**src/rtl/mem_refill_arbiter.sv**
```systemverilog
// rtl/mem_refill_arbiter.sv - shares one line-wide memory port between I-cache refill and D-cache refill/write-back
// Optional: define ARB_ROUND_ROBIN_EN for round-robin conflict arbitration (default: D-cache fixed priority).
module mem_refill_arbiter #(
    parameter int LATENCY = 8
) (
    input  logic         clk,
    input  logic         rst,
    input  logic         i_req,
    input  logic [31:0]  i_addr,
    output logic         i_done,
    output logic [127:0] i_line,
    input  logic         d_req,
    input  logic         d_we,
    input  logic [31:0]  d_addr,
    input  logic [127:0] d_wdata,
    output logic         d_done,
    output logic [127:0] d_line,
    output logic         mem_en,
    output logic         mem_we,
    output logic [31:0]  mem_addr,
    output logic [127:0] mem_wdata,
    input  logic [127:0] mem_rdata,
    output logic         busy,
    output logic         owner
);

    localparam logic [1:0] ST_IDLE = 2'd0;
    localparam logic [1:0] ST_BUSY = 2'd1;
    localparam logic [1:0] ST_DONE = 2'd2;
    localparam logic [3:0] CNT_LAST = 4'(LATENCY - 1);

    logic [1:0]   state_q, state_d;
    logic [3:0]   cnt_q, cnt_d;
    logic         owner_q, owner_d;
    logic         we_q, we_d;
    logic [31:0]  addr_q, addr_d;
    logic [127:0] wdata_q, wdata_d;
    logic [127:0] i_line_q, i_line_d;
    logic [127:0] d_line_q, d_line_d;
    logic         win_dcache;

    // owner_q doubles as the round-robin pointer: it always holds the last grant.
`ifdef ARB_ROUND_ROBIN_EN
    assign win_dcache = d_req && (!i_req || !owner_q);
`else
    assign win_dcache = d_req;
`endif

    always_comb begin
        state_d  = state_q;
        cnt_d    = cnt_q;
        owner_d  = owner_q;
        we_d     = we_q;
        addr_d   = addr_q;
        wdata_d  = wdata_q;
        i_line_d = i_line_q;
        d_line_d = d_line_q;
        case (state_q)
            ST_IDLE: begin
                if (i_req || d_req) begin
                    state_d = ST_BUSY;
                    cnt_d   = 4'd0;
                    owner_d = win_dcache;
                    we_d    = win_dcache && d_we;
                    addr_d  = win_dcache ? {d_addr[31:2], 2'b00} : {i_addr[31:2], 2'b00};
                    wdata_d = win_dcache ? d_wdata : 128'd0;
                end
            end
            ST_BUSY: begin
                cnt_d = cnt_q + 4'd1;
                if (cnt_q == CNT_LAST) begin
                    cnt_d   = 4'd0;
                    state_d = ST_DONE;
                    if (!we_q) begin
                        if (owner_q) begin
                            d_line_d = mem_rdata;
                        end else begin
                            i_line_d = mem_rdata;
                        end
                    end
                end
            end
            ST_DONE: begin
                state_d = ST_IDLE;
            end
            default: begin
                state_d = ST_IDLE;
            end
        endcase
    end

    always_ff @(posedge clk or negedge rst) begin
        if (!rst) begin
            state_q  <= ST_IDLE;
            cnt_q    <= 4'd0;
            owner_q  <= 1'b1;
            we_q     <= 1'b0;
            addr_q   <= 32'd0;
            wdata_q  <= 128'd0;
            i_line_q <= 128'd0;
            d_line_q <= 128'd0;
        end else begin
            state_q  <= state_d;
            cnt_q    <= cnt_d;
            owner_q  <= owner_d;
            we_q     <= we_d;
            addr_q   <= addr_d;
            wdata_q  <= wdata_d;
            i_line_q <= i_line_d;
            d_line_q <= d_line_d;
        end
    end

    assign mem_en    = (state_q == ST_BUSY);
    assign mem_we    = mem_en && we_q;
    assign mem_addr  = addr_q;
    assign mem_wdata = wdata_q;
    assign busy      = (state_q != ST_IDLE);
    assign i_done    = (state_q == ST_DONE) && !owner_q;
    assign d_done    = (state_q == ST_DONE) && owner_q;
    assign i_line    = i_line_q;
    assign d_line    = d_line_q;
    assign owner     = owner_q;

endmodule

```
**config.mk**
```make
export PLATFORM = sky130hd
export DESIGN_NAME = mem_refill_arbiter
export DESIGN_NICKNAME = d
export VERILOG_FILES = /design/src/rtl/mem_refill_arbiter.sv
export SDC_FILE = /design/constraint.sdc
export NUM_CORES = 1
export LEC_CHECK = 0
export CAP_MARGIN = 0
export CORE_AREA = 3 3 287 289
export DETAILED_ROUTE_END_ITERATION = 10
export DIE_AREA = 0 0 290 292
export PLACE_DENSITY_LB_ADDON = 0.12
export SLEW_MARGIN = 10
export SYNTH_ARGS = -nofsm -noshare
export SYNTH_HDL_FRONTEND = slang
export SYNTH_SLANG_ARGS = --single-unit
```
**constraint.sdc**
```tcl
create_clock -name clk -period 2.45 [get_ports clk]
set_input_delay 0.6125 -clock clk [delete_from_list [all_inputs] [get_ports clk]]
set_output_delay 0.6125 -clock clk [all_outputs]
set_load 0.05 [all_outputs]
```
==> Yosys cells after proc, flatten, opt, wreduce, memory -nomap -nowiden <==
Index checks and enable logic that the tools add are counted.
{ "totals": {"regBits": 424, "inputBits": 325, "out_inout_bits": 422, "word_cells": 38} }
{ "op_classes": {"add_sub_neg": 1, "n_eq_ne": 5, "n_mux": 8, "n_bitwise": 2, "n_reduce_logical": 14} }
{ "op_table": {"columns": ["operator", "n"], "rows": [
  ["2-to-1 mux 128 bit", 1],
  ["2-to-1 mux 32 bit", 1],
  ["2-to-1 mux 4 bit", 2],
  ["case mux 4 bit (2 select lines)", 1],
  ["AND reduction 4 bit", 2],
  ["AND reduction 2 bit", 3],
  ["adder 4 x 1 -> 4 bit, second input constant", 1],
  ["== test 4 x 3 -> 1 bit, second input constant", 1],
  ["logical AND 1 bit", 4],
  ["2-to-1 mux 2 bit", 2],
  ["case mux 2 bit (2 select lines)", 1],
  ["nonzero test 2 bit", 2],
  ["== test 2 x 1 -> 1 bit, second input constant", 1],
  ["== test 2 bit, second input constant", 1],
  ["logical NOT 2 bit", 1],
  ["inequality test 2 x 1 -> 1 bit, second input constant", 1],
  ["inequality test 2 bit, second input constant", 1],
  ["NOT 1 bit", 2],
  ["logical NOT 1 bit", 1],
  ["logical OR 1 bit", 1]
]} }

==> Longest topological paths before layout <==
{ "logic_depth": {"depth_word": 3, "mapped_depth": 6, "ltp_nobuf": 4} }

==> Worst setup path after synthesis <==
Ideal clock, no wire load.
{ "synth_path": {"path_kind": "register -> output", "startpoint": "register owner_q (netlist: owner)", "endpoint": "output d_done", "t_arrival_ps": 1968, "t_required_ps": 1837, "setup_slack_ps": -131, "stages_incl_launch_ff": 3, "path_buffers": 0, "path_cell_list": "dfstp_2 inv_1 nor3b_1"} }
{ "synth_between": {"elab_chain_cells": 1} }
{ "synth_lines": {"columns": ["element", "line", "text"], "rows": [
  ["from (decl)", "34", "logic owner_q, owner_d;"],
  ["from (signal assigned)", "105", "owner_q <= owner_d;"],
  ["logical AND 1 bit", "120", "assign d_done = (state_q == ST_DONE) && owner_q;"],
  ["to (decl)", "16", "output logic d_done,"]
]} }
Every way passes these cells.

==> Worst setup path after layout <==
{ "layout_path": {"startpoint": "register wdata_q[54] (netlist: mem_wdata[54])", "endpoint": "output mem_wdata[54]"} }
{ "layout_rtl": {"columns": ["element", "line", "text"], "rows": [
  ["from (decl)", "37", "logic [127:0] wdata_q, wdata_d;"],
  ["from (signal assigned)", "108", "wdata_q <= wdata_d;"],
  ["to (decl)", "21", "output logic [127:0] mem_wdata,"]
]} }
No word-level cell between the ends.

==> results.cfg <==
[setup_path]
r2r_cells = 6
cp_cell_sequence = clkdlybuf4s50_1
cp.required_ns = 1.84
crit_buf_inv = 1
endpoint_kind = output port
crit_start = mem_wdata[54]
worst_setup_path_start_kind = flip-flop
worst-path-stages = 1
worstSetupEndpoint = mem_wdata[54]
crit_type = reg2out
cp_max_fo = 2
max_stage_delay_ns = 0.85
crit_family = buffers and inverters
r2r_slack_ns = 0.20
arrival_ns = 1.77
timing.rr.start = cnt_q[0]
worstReg2RegEnd = d_line[55]
crit_slowest_cell = clkdlybuf4s50_1

[cts]
cts_buffers = 51
cts_buffer_depth = 3
post-cts-setup-buffers = 0
root_buffer = clkbuf_16
htree_levels = 2
cts_tree = done
clk_pin_slew_ns = 0.06
cts.sinks = 422
clock_latency_ns = 0.58

[sta]
slew_violations = 0
skew_ns = 0.0200
hold_viol = 0
worst_slew_margin_rel_pct = 59.7
max_clock_freq_mhz = 419
report.final.setup_viol = 0
min_period_over_period_pct = 97.4
hold_ws_ns = 0.489
grt_setup_unrepaired = no
setup_tns_ns = 0
tightest_slew_ns = 0.603
min_period_ns = 2.39

[power]
switching_share_pct = 46.0
p_switching_mw = 20.0
clockPowerShare_pct = 18.9
intPower_mw = 23.5
power.total_mw = 43.5
pwr-share-seq_pct = 27.3
combPwrFrac_pct = 53.8
p_leak_nw = 12.4
p_per_area_nw_per_um2 = 1630
ir_drop_uv = 634

[yosys]
synth_area_um2 = 15800
synth_top_cell_area_share_pct = 66.5
synthTopCellsByArea = dfrtp_1, mux2_2, a22o_1
yosysSeqAreaShare_pct = 66.7
synthCells = 965
synth_area_leader_cell = dfrtp_1
yosys_warnings = 0
ys_seq_elements = 422
post_synth.cell_area_avg_um2 = 16.4
ys_types = 29

[floorplan]
fp.coreArea_um2 = 80200
die_h_um = 292
top_level_ports = 747
start_util_pct = 19.8
dieArea_um2 = 84700
die_width_um = 290
num_rows = 104

[worst_hold_path]
worstHoldStart = mem_wdata[115]
hold_class = reg2reg

[global_route]
grt_max_degree = 78
grt_pass1_wl_um = 86000
overflow = 0
grt_pass1_vias = 12600
antenna_found_initial = 8
track_usage_pct = 13.4

[status]
status = finished clean

[cells_and_area]
final_common_cell = clkdlybuf4s50_1
final_cells = 2842
post-route-util_pct = 33.4
nFillCells = 7952
final_cell_mix = clkdlybuf4s50_1, dfrtp_1, mux2_2, a22o_1, dlymetal6s2s_1
synthToLayoutAreaGrowth_pct = 69.0
layout.nets = 2062
drive_gt1_share_pct = 26.1

[route]
routed_wl_um = 58400
routed_via_density = 3.96
drt_iter0_markers = 414
num_vias = 11300
wire_per_inst_um = 20.5
drc_errors = 0
dr.pass1.iters = 4
ant_nets = 0

[place]
dp.cells = 2742
hpwl_um = 44200
routabilityCongestion = 0.756
port_buffers = 740

[flow_run]
drv_cap = 0
-- metal layers --
metal  GRT usage (%)  vias up  part of all wire (%)
li1                -     5078                     -
met1            14.1     5612                    36
met2            24.1      481                    52
met3            5.73       94                   9.4
met4            3.86        2                   2.5
met5               0        -                 0.022
-- power by group through the flow --
stage / combinational (mW) / sequential [mW] / clock, mW
2_1_floorplan: 3.77 / 23.0 / 0
3_3_place_gp: 24.0 / 12.0 / 0
3_5_place_dp: 24.1 / 12.0 / 0
4_1_cts: 23.8 / 12.0 / 8.57
5_1_grt: 24.2 / 12.4 / 8.89
6_report: 23.4 / 11.9 / 8.22
-- flip-flops by register name, summed over array words and instances (netlist names) --
register	cells
d_line	128
we_q	1
mem_wdata	128
i_line	128
state_q	2
cnt_q	4
mem_addr	30
owner	1
-- synth_stat cells, drive strengths merged --
library cell / n
nand2: 3
nand3b: 1
a21o: 1
nor2b: 1
dfrtp: 421
inv: 3
nand3: 1
clkbuf: 38
a221o: 1
and2: 2
mux2: 317
nor3: 2
buf: 28
a22o: 131
nor2: 2
nor4: 1
nand2b: 1
ha: 1
dfstp: 1
o21ai: 3
nor3b: 3
or2: 1
conb: 1
or4: 1
-- worst min-delay path by stage --
stage	end	slack, ns	cells past startpoint
after floorplan	cnt_q[0]	0.32	0
after global routing	mem_wdata[90]	0.51	1
after CTS	mem_wdata[115]	0.50	1
final	mem_wdata[115]	0.49	1
after detailed placement	mem_wdata[55]	0.48	1
after global placement	mem_wdata[54]	0.48	1
-- layout make-up --
| class | instances | area [um^2] | area share, % |
|---|---|---|---|
| antenna | 5 | 12.5 | 0.0467 |
| clock buffer | 78 | 1530 | 5.72 |
| clock inverter | 16 | 309 | 1.15 |
| inverter | 3 | 11.3 | 0.0421 |
| multi-input combinational | 475 | 4910 | 18.3 |
| sequential | 422 | 10600 | 39.4 |
| tap | 1060 | 1330 | 4.95 |
| timing repair buffer | 783 | 8110 | 30.3 |
-- cell families (layout without fill, tap and decap cells) --
kind of cell | Yosys count | in the layout | synth area share [%]
flip-flops | 422 | 422 | 66.7
AND/OR/NAND/NOR | 19 | 19 | 0.727
other | 1 | 7 | 0.0237
adder cells (fa/ha/maj) | 1 | 1 | 0.0790
AO/OA/AOI/OAI | 136 | 136 | 7.45
multiplexers | 317 | 317 | 22.5
buffers and inverters | 69 | 880 | 2.53
-- through the flow --
step                      area (um^2)  setup slack [ns]
after floorplan                 15900             0.195
after global placement          24800             0.187
after detailed placement        24800             0.173
after CTS                       26600          0.000134
after global routing            26800          0.000158
final                           26800            0.0632
-- repair_timing --
| action | CTS | global route |
|---|---|---|
| endpoints found under the setup margin | 62 | 67 |
| endpoints found under the hold margin | 12 | 0 |
| hold buffers | 1 | 0 |
| resized for setup | 62 | 67 |
No activity file was read; power rests on OpenSTA's default activity.
